## config.mk

```make
export PLATFORM = sky130hd
export DESIGN_NAME = pad_matrix_scanner
export DESIGN_NICKNAME = d
export VERILOG_FILES = /design/src/rtl/pad_matrix_scanner.sv
export SDC_FILE = /design/constraint.sdc
export NUM_CORES = 1
export LEC_CHECK = 0
export ABC_AREA = 1
export CAP_MARGIN = 20
export CORE_MARGIN = 2
export CORE_UTILIZATION = 50
export CTS_CLUSTER_SIZE = 16
export DETAILED_ROUTE_END_ITERATION = 10
export PLACE_DENSITY = 0.69
export REMOVE_ABC_BUFFERS = 1
export SLEW_MARGIN = 20
export SYNTH_ARGS = -nofsm -noshare
export SYNTH_HDL_FRONTEND = slang
export SYNTH_SLANG_ARGS = --single-unit
```

## constraint.sdc

```tcl
create_clock -name clk -period 3 [get_ports clk]
set_input_delay 0.6 -clock clk [delete_from_list [all_inputs] [get_ports clk]]
set_output_delay 0.6 -clock clk [all_outputs]
set_load 0.02 [all_outputs]
```

## src/rtl/pad_matrix_scanner.sv

```systemverilog
// pad_matrix_scanner
//   Scans the 3x3 floor-pad grid as a row/column matrix, debounces every pad
//   on a per-frame basis and debounces the separate start button.
//
// Ports:
//   clk        system clock
//   rst        synchronous reset, active-low
//   col_n[2:0] column sense, active-low (0 = pad on driven row pressed)
//   start_n    start button, active-low
//   row_n[2:0] row drive, one-cold
//   box[8:0]   debounced pad map, 1 = pressed, index = row*3 + col
//   box_valid  one-cycle pulse each frame when box has been re-evaluated
//   start_op   one-cycle pulse per debounced start press
module pad_matrix_scanner #(
  parameter int unsigned SCAN_DIV   = 1000,
  parameter int unsigned DEB_FRAMES = 4,
  parameter int unsigned START_DEB  = 50000
) (
  input  logic       clk,
  input  logic       rst,
  input  logic [2:0] col_n,
  input  logic       start_n,
  output logic [2:0] row_n,
  output logic [8:0] box,
  output logic       box_valid,
  output logic       start_op
);

  localparam int unsigned DW = (SCAN_DIV   > 1) ? $clog2(SCAN_DIV)   : 1;
  localparam int unsigned CW = (DEB_FRAMES > 1) ? $clog2(DEB_FRAMES) : 1;
  localparam int unsigned SW = (START_DEB  > 1) ? $clog2(START_DEB)  : 1;

  typedef enum logic [1:0] {ROW0, ROW1, ROW2} state_t;

  state_t        state;
  state_t        state_nxt;
  logic [DW-1:0] dwell;
  logic          row_done;
  logic          frame_end;

  logic [2:0]    col_s1;
  logic [2:0]    col_s2;
  logic [2:0]    col_press;
  // Rows 0 and 1 of the raw map are stored; row 2 is consumed directly at
  // the frame-end edge, so it never needs a register of its own.
  logic [5:0]    raw_lo;
  logic [8:0]    raw_frame;
  logic [CW-1:0] cnt [9];

  logic          start_s1;
  logic          start_s2;
  logic          st_press;
  logic          st_level;
  logic          st_level_q;
  logic [SW-1:0] st_cnt;

  assign row_done  = (dwell == DW'(SCAN_DIV - 1));
  assign frame_end = row_done && (state == ROW2);
  assign col_press = ~col_s2;
  assign raw_frame = {col_press, raw_lo};
  assign st_press  = ~start_s2;

  // Scan FSM: state register
  always_ff @(posedge clk) begin
    if (!rst) state <= ROW0;
    else      state <= state_nxt;
  end

  // Scan FSM: next state
  always_comb begin
    state_nxt = state;
    if (row_done) begin
      unique case (state)
        ROW0:    state_nxt = ROW1;
        ROW1:    state_nxt = ROW2;
        default: state_nxt = ROW0;
      endcase
    end
  end

  // Scan FSM: outputs
  always_comb begin
    row_n = 3'b110;
    unique case (state)
      ROW0:    row_n = 3'b110;
      ROW1:    row_n = 3'b101;
      default: row_n = 3'b011;
    endcase
  end

  // Synchronizers, dwell counter and raw capture
  always_ff @(posedge clk) begin
    if (!rst) begin
      col_s1   <= '1;
      col_s2   <= '1;
      start_s1 <= 1'b1;
      start_s2 <= 1'b1;
      dwell    <= '0;
      raw_lo   <= '0;
    end else begin
      col_s1   <= col_n;
      col_s2   <= col_s1;
      start_s1 <= start_n;
      start_s2 <= start_s1;
      if (row_done) begin
        dwell <= '0;
        unique case (state)
          ROW0:    raw_lo[2:0] <= col_press;
          ROW1:    raw_lo[5:3] <= col_press;
          default: ;
        endcase
      end else begin
        dwell <= dwell + DW'(1);
      end
    end
  end

  // Per-pad frame debounce
  always_ff @(posedge clk) begin
    if (!rst) begin
      box       <= '0;
      box_valid <= 1'b0;
      for (int unsigned p = 0; p < 9; p++) cnt[p] <= '0;
    end else begin
      box_valid <= frame_end;
      if (frame_end) begin
        for (int unsigned p = 0; p < 9; p++) begin
          if (raw_frame[p] == box[p]) begin
            cnt[p] <= '0;
          end else if (cnt[p] == CW'(DEB_FRAMES - 1)) begin
            box[p] <= raw_frame[p];
            cnt[p] <= '0;
          end else begin
            cnt[p] <= cnt[p] + CW'(1);
          end
        end
      end
    end
  end

  // Start button debounce; the pulse fires the cycle after the level rises
  always_ff @(posedge clk) begin
    if (!rst) begin
      st_level   <= 1'b0;
      st_level_q <= 1'b0;
      st_cnt     <= '0;
      start_op   <= 1'b0;
    end else begin
      st_level_q <= st_level;
      start_op   <= st_level & ~st_level_q;
      if (st_press != st_level) begin
        if (st_cnt == SW'(START_DEB - 1)) begin
          st_level <= st_press;
          st_cnt   <= '0;
        end else begin
          st_cnt <= st_cnt + SW'(1);
        end
      end else begin
        st_cnt <= '0;
      end
    end
  end

endmodule

```

Yosys cells after proc, flatten, opt, wreduce, memory -nomap -nowiden
Memory sizes are Yosys's and may differ from the RTL's. Cells that the tools add are included. W data, S select, Z words.

Input bits: 6. Word-level logic and storage cells: 271. Output and inout bits: 14. Register bits: 55. RAM bits: 18. Memories kept: 1.

Memory list: cnt (words 9, bits a word 2, read ports 9, clocked after memory_dff 0, write ports 9, RTL line 48) `logic [CW-1:0] cnt [9];`.

Add/sub/neg operators: 11. Muxes and demuxes: 156. Equal/unequal tests: 23. Bitwise gates (word level): 42. Reductions and logical operators: 16.

Operator list (count): $mux W1 (127); $mux W2 (27); $or A1 B1 Y1 (27); $reduce_and A3 Y1 (9); $eq A2 B2 Y1 const B (10); $add A2 B1 Y2 const B (9); $add A16 B1 Y16 const B (1); $eq A16 B16 Y1 const B (1); $not A1 Y1 (13); $add A10 B1 Y10 const B (1); $eq A10 B10 Y1 const B (1); $eq A1 B1 Y1 (9); $pmux W3 S2 (1); $reduce_and A2 Y1 (3); $pmux W2 S2 (1); $not A3 Y3 (1); $reduce_or A3 Y1 (1); $eq A2 B1 Y1 const B (1); $logic_not A2 Y1 (1); $reduce_or A2 Y1 (1); $and A1 B1 Y1 (1); $logic_and A1 B1 Y1 (1); $ne A1 B1 Y1 (1).

Longest topological paths before layout
Gate-level depths: netlist (run 1).

Depth in word-level cells: 9. Gate-level depth with buffers: 9. Mapped depth without buffers: 9.

Worst setup path after synthesis (run 1)
No wires, ideal clock.

Path kind: in2reg. Start: input rst. End: memory cnt[0][0] (netlist name), enable pin. Arrival time: 1.472 ns. Buffers on the path: 2. Slack: 1.165 ns. Setup time: 0.363 ns. Required time: 2.637 ns. Stages on the path: 3. Path through: clkbuf_1 -> buf_1 -> nand2_1.

RTL lines: from (decl) (RTL line 20) `input logic rst,`; to (decl) (RTL line 48).

Worst setup path in the final report (run 1)
Start: register state[0]. End: output row_n[0].

Cells in the longest elaborated chain, start to end: 2. Elaborated cells between the ends (all ways): 3. Those cells by class: eq/ne (1); mux (1); reduce/logical (1).

Ends and longest elaborated chain: from (decl) (RTL line 35) `state_t state;`; from (signal assigned) (RTL line 66) `else state <= state_nxt;`; $eq A2 B1 Y1 or $logic_not A2 Y1 (tied branches) (RTL line 84) `unique case (state)`; $pmux W3 S2 (*) (RTL line 84); to (decl) (RTL line 23) `output logic [2:0] row_n,`.

Every way passes the cells marked *; elsewhere a longest branch is shown, timed or not.

==> key figures, run 1 <==
Run status
  • Outcome: finished clean

Timing
  • Peak clock frequency supported by timing: 459 MHz
  • Final worst clock skew: 0.00819 ns
  • Clock period minus worst slack: 2.18 ns
  • Tightest Pin Transition: 0.701 ns
  • RSZ-0062 raised after global routing: no
  • Max-slew headroom at the worst pin: between 50 and 60%
  • Number of failing hold endpoints at the final stage: 0
  • Total negative slack: 0 ns
  • Pins Over Slew Limit: 0
  • Final clock period utilization by the worst path: 72.6%
  • Setup-failing EPs final: 0

Detailed routing
  • Remaining DRCs: 0
  • Total wirelength of the detailed-routed design: 5890 um
  • Number of detailed-route iterations in the first pass: 5
  • Detail-routed via count per cell: between 4 and 5
  • Remaining antenna violation count: 0
  • Routed WL per cell: 11.3 um
  • Number of design-rule violations left by the first detailed-router iteration: 114
  • Via count: 2566

Finish
  • Area growth from synthesis to layout: 13.1%
  • Final layout net count: approximately 450
  • Diodes inserted: 0
  • Ratio of cells with drive above 1 in the final layout: 7.01%
  • Fill cell count: 591
  • Final std cells w/o fill: just over 500
  • Area taken by flip-flops and latches: 1640 um2
  • Area of the multi-input gates: 1350 um2

Setup path
  • Worst path cell trace: nor2_1, inv_1, clkdlybuf4s50_1
  • Critical path class: reg -> out
  • CP Max Fanout: 5
  • Crit path buf inv count: 2
  • Worst path required time: 2.40 ns
  • Endpoint type of the worst setup path: output pin
  • Critical path data arrival time: roughly 1.6 ns
  • Crit-path leading delay family: buffers and inverters
  • Worst path max stage delay: 0.54 ns
  • Launching element type of the critical path: register
  • Max stage delay cell, worst path: sky130_fd_sc_hd__clkdlybuf4s50_1

Floorplanning
  • Starting density of the core: 51.6%
  • Width of the die: ~85 um
  • Core Region: about 6300 um2
  • Total I/O pin count: 20
  • Total number of placement rows: 29
  • Die Y: 84.8 um
  • Die area: 7180 um2

Placed design
  • Number of cells after detailed placement: 503
  • Half-perimeter wire length of the detailed placement result: 4250 um
  • RD Place Congestion: 0.850
  • Count of buffers inserted at the top-level ports: 19

Logic synthesis
  • Number of synthesis warnings: 0
  • Register area share after synthesis: roughly half
  • Synth area leader: sky130_fd_sc_hd__dfxtp_1
  • Unique cell type count in the Yosys netlist: 27
  • Number of instances in the synthesized netlist: 412
  • Synth Cell Area: between 3000 and 4000 um2
  • Area contributors post-synth: sky130_fd_sc_hd__dfxtp_1, sky130_fd_sc_hd__edfxtp_1, sky130_fd_sc_hd__nor2_1, sky130_fd_sc_hd__nand2_1, sky130_fd_sc_hd__inv_1
  • Post-synthesis register bit count: 73
  • Mean instance size in the synthesized netlist: 7.91 um2
  • Top-area cell type share of the netlist area: 33.8%

Global routing
  • Routing layer with the top usage in global route: met2
  • Pin count of the biggest net entering global routing: 17
  • Number of antenna violations at the first check in global routing: 0
  • Wire length of the first global-routing pass: 10400 um
  • Grt met3 use: 6.00%
  • GR Layer Usage met2: between 30% and 40%
  • Remaining global-route overflow: 0
  • Met1 global-route usage: 22.0%
  • Via count of the first global-routing pass: 2494
  • Gr usage total: 18.1%

Clock tree
  • Total clock sinks: 73
  • Count of instances resized after the clock tree is built: 0
  • Setup Fix Bufs, Post-CTS: 0
  • CTS root buffer: sky130_fd_sc_hd__clkbuf_8
  • Clock latency of the later-clocked register in the worst-skew pair: between 0.3 and 0.4 ns
  • Number of buffers on the longest clock path: 2
  • Num CTS Buffers: 9
  • H-tree Lvls: 3
  • Hold buffers post-CTS: 0
  • Clock edge transition at the registers on the reported setup and hold paths: roughly 0.07 ns
  • CTS tree: built

Job
  • Max-cap violation count: 0

Pwr
  • Switching fraction of total power: 22.2%
  • Leakage power figure: 1.46 nW
  • Total power per unit cell area: 469 nW/um2
  • Internal power: 1.34 mW
  • Worst VDD drop: 0.000364 V
  • Logic gate share of total power: 3.6%
  • Switching component of the power: 384 uW
  • Part of the total power dissipated in the clock network: 36.4%
  • Relative contribution of sequential cells to total power: 60.0%

Min path
  • Hold Crit Class: reg -> reg
==> metal layers <==
layer	wire [um]	vias to the layer above	share of wire [%]
li1	-	1371	-
met4	96	0	1.6
met2	2680	36	46
met3	218	10	3.7
met5	0	-	0
met1	2890	1149	49
==> cells in the mapped netlist <==
library cell               instances
sky130_fd_sc_hd__nand3_1          10
sky130_fd_sc_hd__ha_1             11
sky130_fd_sc_hd__buf_1             1
sky130_fd_sc_hd__a21oi_1          24
sky130_fd_sc_hd__nor3b_1           1
sky130_fd_sc_hd__o22ai_1           2
sky130_fd_sc_hd__o21ai_0          15
sky130_fd_sc_hd__nor3_1            9
sky130_fd_sc_hd__nand2_2           2
sky130_fd_sc_hd__nor2_4            1
sky130_fd_sc_hd__nand3b_1          1
sky130_fd_sc_hd__edfxtp_1         18
sky130_fd_sc_hd__xor2_1            4
sky130_fd_sc_hd__buf_4             1
sky130_fd_sc_hd__nand2_1          62
sky130_fd_sc_hd__o21bai_1          2
sky130_fd_sc_hd__xnor2_1           3
sky130_fd_sc_hd__or2_2             8
sky130_fd_sc_hd__clkbuf_1          2
sky130_fd_sc_hd__dfxtp_1          55
sky130_fd_sc_hd__nand4_1          23
sky130_fd_sc_hd__buf_2             5
sky130_fd_sc_hd__nor2_8            1
sky130_fd_sc_hd__nand3_2           1
sky130_fd_sc_hd__inv_2             1
sky130_fd_sc_hd__inv_1            60
sky130_fd_sc_hd__nor2_1           89
==> worst paths after layout <==
path | cells past startpoint | from | to | slack, ns
max | 3 | state[0] | row_n[0] | 0.82
min | 1 | st_level_q | start_op | 0.39
max reg2reg | 6 | dwell[0] | cnt[6][0] | 1.03
min reg2reg | 1 | st_level_q | start_op | 0.39
==> sequential cells by signal, indices dropped and copies added, names as in the netlist <==
register	count
cnt	18
st_cnt	16
dwell	10
box	9
raw_lo	6
col_s1	3
col_s2	3
state	2
box_valid	1
st_level	1
st_level_q	1
start_op	1
start_s1	1
start_s2	1
==> logic make-up (layout without fill, tap and decap cells) <==
family / Yosys count / count (layout) / share of synthesized area, %
buffers and inverters: 70 / 100 / 8.37
adder cells (fa/ha/maj): 11 / 11 / 4.22
AND/OR/NAND/NOR: 208 / 208 / 28.4
flip-flops: 73 / 73 / 50.3
AO/OA/AOI/OAI: 43 / 43 / 6.83
XOR/XNOR: 7 / 7 / 1.88
==> power groups by stage <==
stage / Clock (mW) / Sequential, mW / Combinational, mW
5_1_grt: 0.693 / 1.04 / 0.0738
6_report: 0.629 / 1.04 / 0.0619
4_1_cts: 0.650 / 1.04 / 0.0633
2_1_floorplan: 0 / 1.06 / 0.0414
3_5_place_dp: 0 / 1.06 / 0.0631
3_3_place_gp: 0 / 1.06 / 0.0617
==> area by class of cell <==
class | instances | area share (%)
Multi-Input combinational cell | 269 | 36.5
Timing Repair Buffer | 23 | 5.97
Clock buffer | 11 | 3.56
Sequential cell | 73 | 44.5
Inverter | 61 | 6.21
Tap cell | 77 | 2.61
Clock inverter | 5 | 0.645
==> placed cells by master (no fill, tap or decap), types with 8 or more instances in the layout <==
| cell | Yosys | layout |
|---|---|---|
| sky130_fd_sc_hd__a21oi_1 | 24 | 24 |
| sky130_fd_sc_hd__clkbuf_8 | 0 | 9 |
| sky130_fd_sc_hd__clkdlybuf4s50_1 | 0 | 19 |
| sky130_fd_sc_hd__dfxtp_1 | 55 | 55 |
| sky130_fd_sc_hd__edfxtp_1 | 18 | 18 |
| sky130_fd_sc_hd__ha_1 | 11 | 11 |
| sky130_fd_sc_hd__inv_1 | 60 | 60 |
| sky130_fd_sc_hd__nand2_1 | 62 | 62 |
| sky130_fd_sc_hd__nand3_1 | 10 | 10 |
| sky130_fd_sc_hd__nand4_1 | 23 | 23 |
| sky130_fd_sc_hd__nor2_1 | 89 | 89 |
| sky130_fd_sc_hd__nor3_1 | 9 | 9 |
| sky130_fd_sc_hd__o21ai_0 | 15 | 15 |
| sky130_fd_sc_hd__or2_2 | 8 | 8 |
==> stage by stage <==
step / instance area (um2) / utilization, % / total power, mW / hold slack (ns) / setup slack, ns
2_1_floorplan: 3220 / - / 1.10 / 0.368 / 0.889
3_3_place_gp: 3530 / 56.0 / 1.12 / 0.378 / 0.584
3_5_place_dp: 3530 / 56.0 / 1.12 / 0.380 / 0.534
4_1_cts: 3690 / 58.4 / 1.75 / 0.391 / 0.806
5_1_grt: 3690 / 58.4 / 1.81 / 0.416 / 0.670
6_report: 3690 / 58.4 / 1.73 / 0.388 / 0.823
Power figures use the tool's default switching activity.
==> run 2, diff against run 1 <==
PLACE_DENSITY = 0.72   (was 0.69)
clock period = 2 ns   (was 3 ns; I/O delays follow)
==> key figures, run 2 (same netlist as run 1, synthesis figures left out) <==
Global routing
  • Remaining global-route overflow: 0 (unchanged)
  • Via count of the first global-routing pass: 2349 (-5.8%)
  • Wire length of the first global-routing pass: 10100 um (-2.1%)
  • Number of antenna violations at the first check in global routing: 0 (unchanged)
  • Pin count of the biggest net entering global routing: 17 (unchanged)
  • Gr usage total: 17.8% (-0.26 points)

Setup path
  • CP Max Fanout: 3 (-2)
  • Worst path required time: 1.60 ns (-0.80 ns)
  • Critical path data arrival time: 1.49 ns (-0.09 ns)
  • Critical Path Stages: 4 (+1)
  • Critical path class: reg -> out
  • Worst reg2reg path endpoint: st_cnt[5]
  • Register-to-Register Path Depth: 6 (unchanged)
  • Library cell appearing most often on the critical path: sky130_fd_sc_hd__inv_1
  • Crit-path leading delay family: buffers and inverters
  • Max stage delay cell, worst path: sky130_fd_sc_hd__clkdlybuf4s50_1
  • Crit path buf inv count: 3 (+1)
  • Launching element type of the critical path: register
  • Worst reg2reg path startpoint: st_cnt[0]
  • Endpoint type of the worst setup path: output pin
  • Worst path cell trace: inv_1, nor2_1, inv_1, clkdlybuf4s50_1
  • Setup slack of the most critical reg-to-reg path: 0.25 ns (-0.78 ns)
  • Worst path max stage delay: 0.53 ns (about the same)

Timing
  • RSZ-0062 raised after global routing: no
  • Final worst clock skew: 0.00657 ns (-0.00162 ns)
  • Max-slew headroom at the worst pin: 64.6% (+11 points)
  • Setup-failing EPs final: 0 (unchanged)
  • Clock period minus worst slack: 1.89 ns
  • Worst hold margin: 0.392 ns (+0.00455 ns)
  • Number of failing hold endpoints at the final stage: 0 (unchanged)
  • Final clock period utilization by the worst path: 94.4%
  • Tightest Pin Transition: 0.530 ns (-0.171 ns)
  • Peak clock frequency supported by timing: between 500 and 600 MHz
  • Pins Over Slew Limit: 0 (unchanged)
  • Total negative slack: 0 ns (unchanged)

Min path
  • Hold Path Stages: 1 (unchanged)
  • Hold path startpoint: st_level_q
  • Hold Crit Class: reg -> reg
  • Destination of the worst hold path: start_op

Finish
  • Most common cell after layout, fill and taps aside: sky130_fd_sc_hd__nor2_1
  • Post-Route Utilization: 60.0% (+1.6 points)
  • Top library cells by usage in the layout, fill and taps aside: sky130_fd_sc_hd__nor2_1, sky130_fd_sc_hd__nand2_1, sky130_fd_sc_hd__inv_1, sky130_fd_sc_hd__dfxtp_1, sky130_fd_sc_hd__a21oi_1
  • Flip-flop count of the largest register after layout: 18 (unchanged)
  • Post-route cell area: 3790 um2 (+2.7%)
  • Largest register by flop count: cnt
  • Area growth from synthesis to layout: 16.2%
  • Final std cells w/o fill: 522 (+0.58%)
  • Final layout net count: 457 (+0.66%)
  • Ratio of cells with drive above 1 in the final layout: 8.31% (+1.3 points)
  • Diodes inserted: 0 (unchanged)
  • Largest registers ranked by flip-flop count: cnt: 18 flops, st_cnt: 16 flops, dwell: 10 flops

Job
  • Max-cap violation count: 0 (unchanged)

Detailed routing
  • Total wirelength of the detailed-routed design: 6060 um (+2.9%)
  • Detail-routed via count per cell: 4.96 (+0.32%)
  • Number of design-rule violations left by the first detailed-router iteration: 127 (+11%)
  • Remaining DRCs: 0 (unchanged)
  • Remaining antenna violation count: 0 (unchanged)
  • Routed WL per cell: 11.6 um (+2.3%)
  • Via count: 2589 (+0.90%)
  • Number of detailed-route iterations in the first pass: 5 (unchanged)

Placed design
  • Number of cells after detailed placement: 506 (+0.60%)
  • RD Place Congestion: 0.897 (+5.5%)
  • Post-place instance area: 3570 um2 (+0.99%)
  • Half-perimeter wire length of the detailed placement result: 4300 um (+1.0%)
  • Count of buffers inserted at the top-level ports: 19 (unchanged)

Clock tree
  • Number of buffers on the longest clock path: 2 (unchanged)
  • CTS root buffer: sky130_fd_sc_hd__clkbuf_8
  • Setup Fix Bufs, Post-CTS: 0 (unchanged)
  • Num CTS Buffers: 9 (unchanged)
  • Total clock sinks: 73 (unchanged)
  • CTS tree: built
  • H-tree Lvls: 3 (unchanged)
  • Clock latency of the later-clocked register in the worst-skew pair: 0.35 ns (about the same)
  • Hold buffers post-CTS: 0 (unchanged)
  • Clock edge transition at the registers on the reported setup and hold paths: 0.08 ns (about the same)
  • Count of instances resized after the clock tree is built: 0 (unchanged)

Floorplanning
  • Starting density of the core: 51.6% (unchanged)
  • Die Y: 84.8 um (unchanged)
  • Core Region: 6310 um2 (unchanged)
  • Total I/O pin count: 20 (unchanged)
  • Total number of placement rows: 29 (unchanged)
  • Width of the die: 84.8 um (unchanged)
  • Die area: 7180 um2 (unchanged)

Pwr
  • Worst VDD drop: 0.000490 V (+34%)
  • Leakage power figure: 1.50 nW (+2.2%)
  • Total power per unit cell area: 768 nW/um2 (+64%)

Run status
  • Outcome: finished clean
==> run 2: cell count changes in the layout (fill, tap and decap cells not counted), sizes merged <==
| cell | before | now |
|---|---|---|
| clkinvlp | 0 | 4 |
| clkinv | 5 | 1 |
| bufinv | 0 | 2 |
| buf | 4 | 7 |
| clkbuf | 11 | 9 |
==> run 2: through the flow <==
step | total power [mW] | worst slack, ns
2_1_floorplan | 1.65 | -0.111
3_3_place_gp | 1.69 | 0.0388
3_5_place_dp | 1.69 | -0.00938
4_1_cts | 2.94 | 0.0919
5_1_grt | 3.03 | 0.0303
6_report | 2.91 | 0.111
==> run 2: per-layer routing <==
metal | vias up | GRT usage, % | share of wire, %
met5 | - | 0 | 0
met4 | 0 | 8.66 | 1.3
met3 | 6 | 3.74 | 3.3
met2 | 38 | 31.0 | 49
met1 | 1165 | 20.7 | 47
li1 | 1380 | - | -
==> run 2: power by group <==
part           internal [mW]  total [mW]  switching (mW)
Sequential              1.54        1.56          0.0166
Clock                  0.699        1.25           0.554
Combinational         0.0431      0.0993          0.0562
Total                   2.28        2.91           0.627
==> run 2: worst max-delay path by stage <==
stage                      to      from
floorplan           cnt[0][0]  state[1]
global placement    st_cnt[6]       rst
detailed placement  st_cnt[5]       rst
CTS                  row_n[1]  state[0]
global route         row_n[1]  state[0]
finish               row_n[1]  state[0]
==> run 2: cell type report <==
class                   count  area [um2]
clock inverters             7        95.1
flip-flops and latches     73        1640
fillers                   589        2530
repair buffers             26         255
inverters                  61         229
well taps                  77        96.3
multi-input cells         269        1350
clock buffers               9         124
==> run 3, diff against run 2 <==
CAP_MARGIN = 0   (was 20)
==> results of run 3 <==
Same layout as run 2: the final DEF is identical, and so are final timing and power.
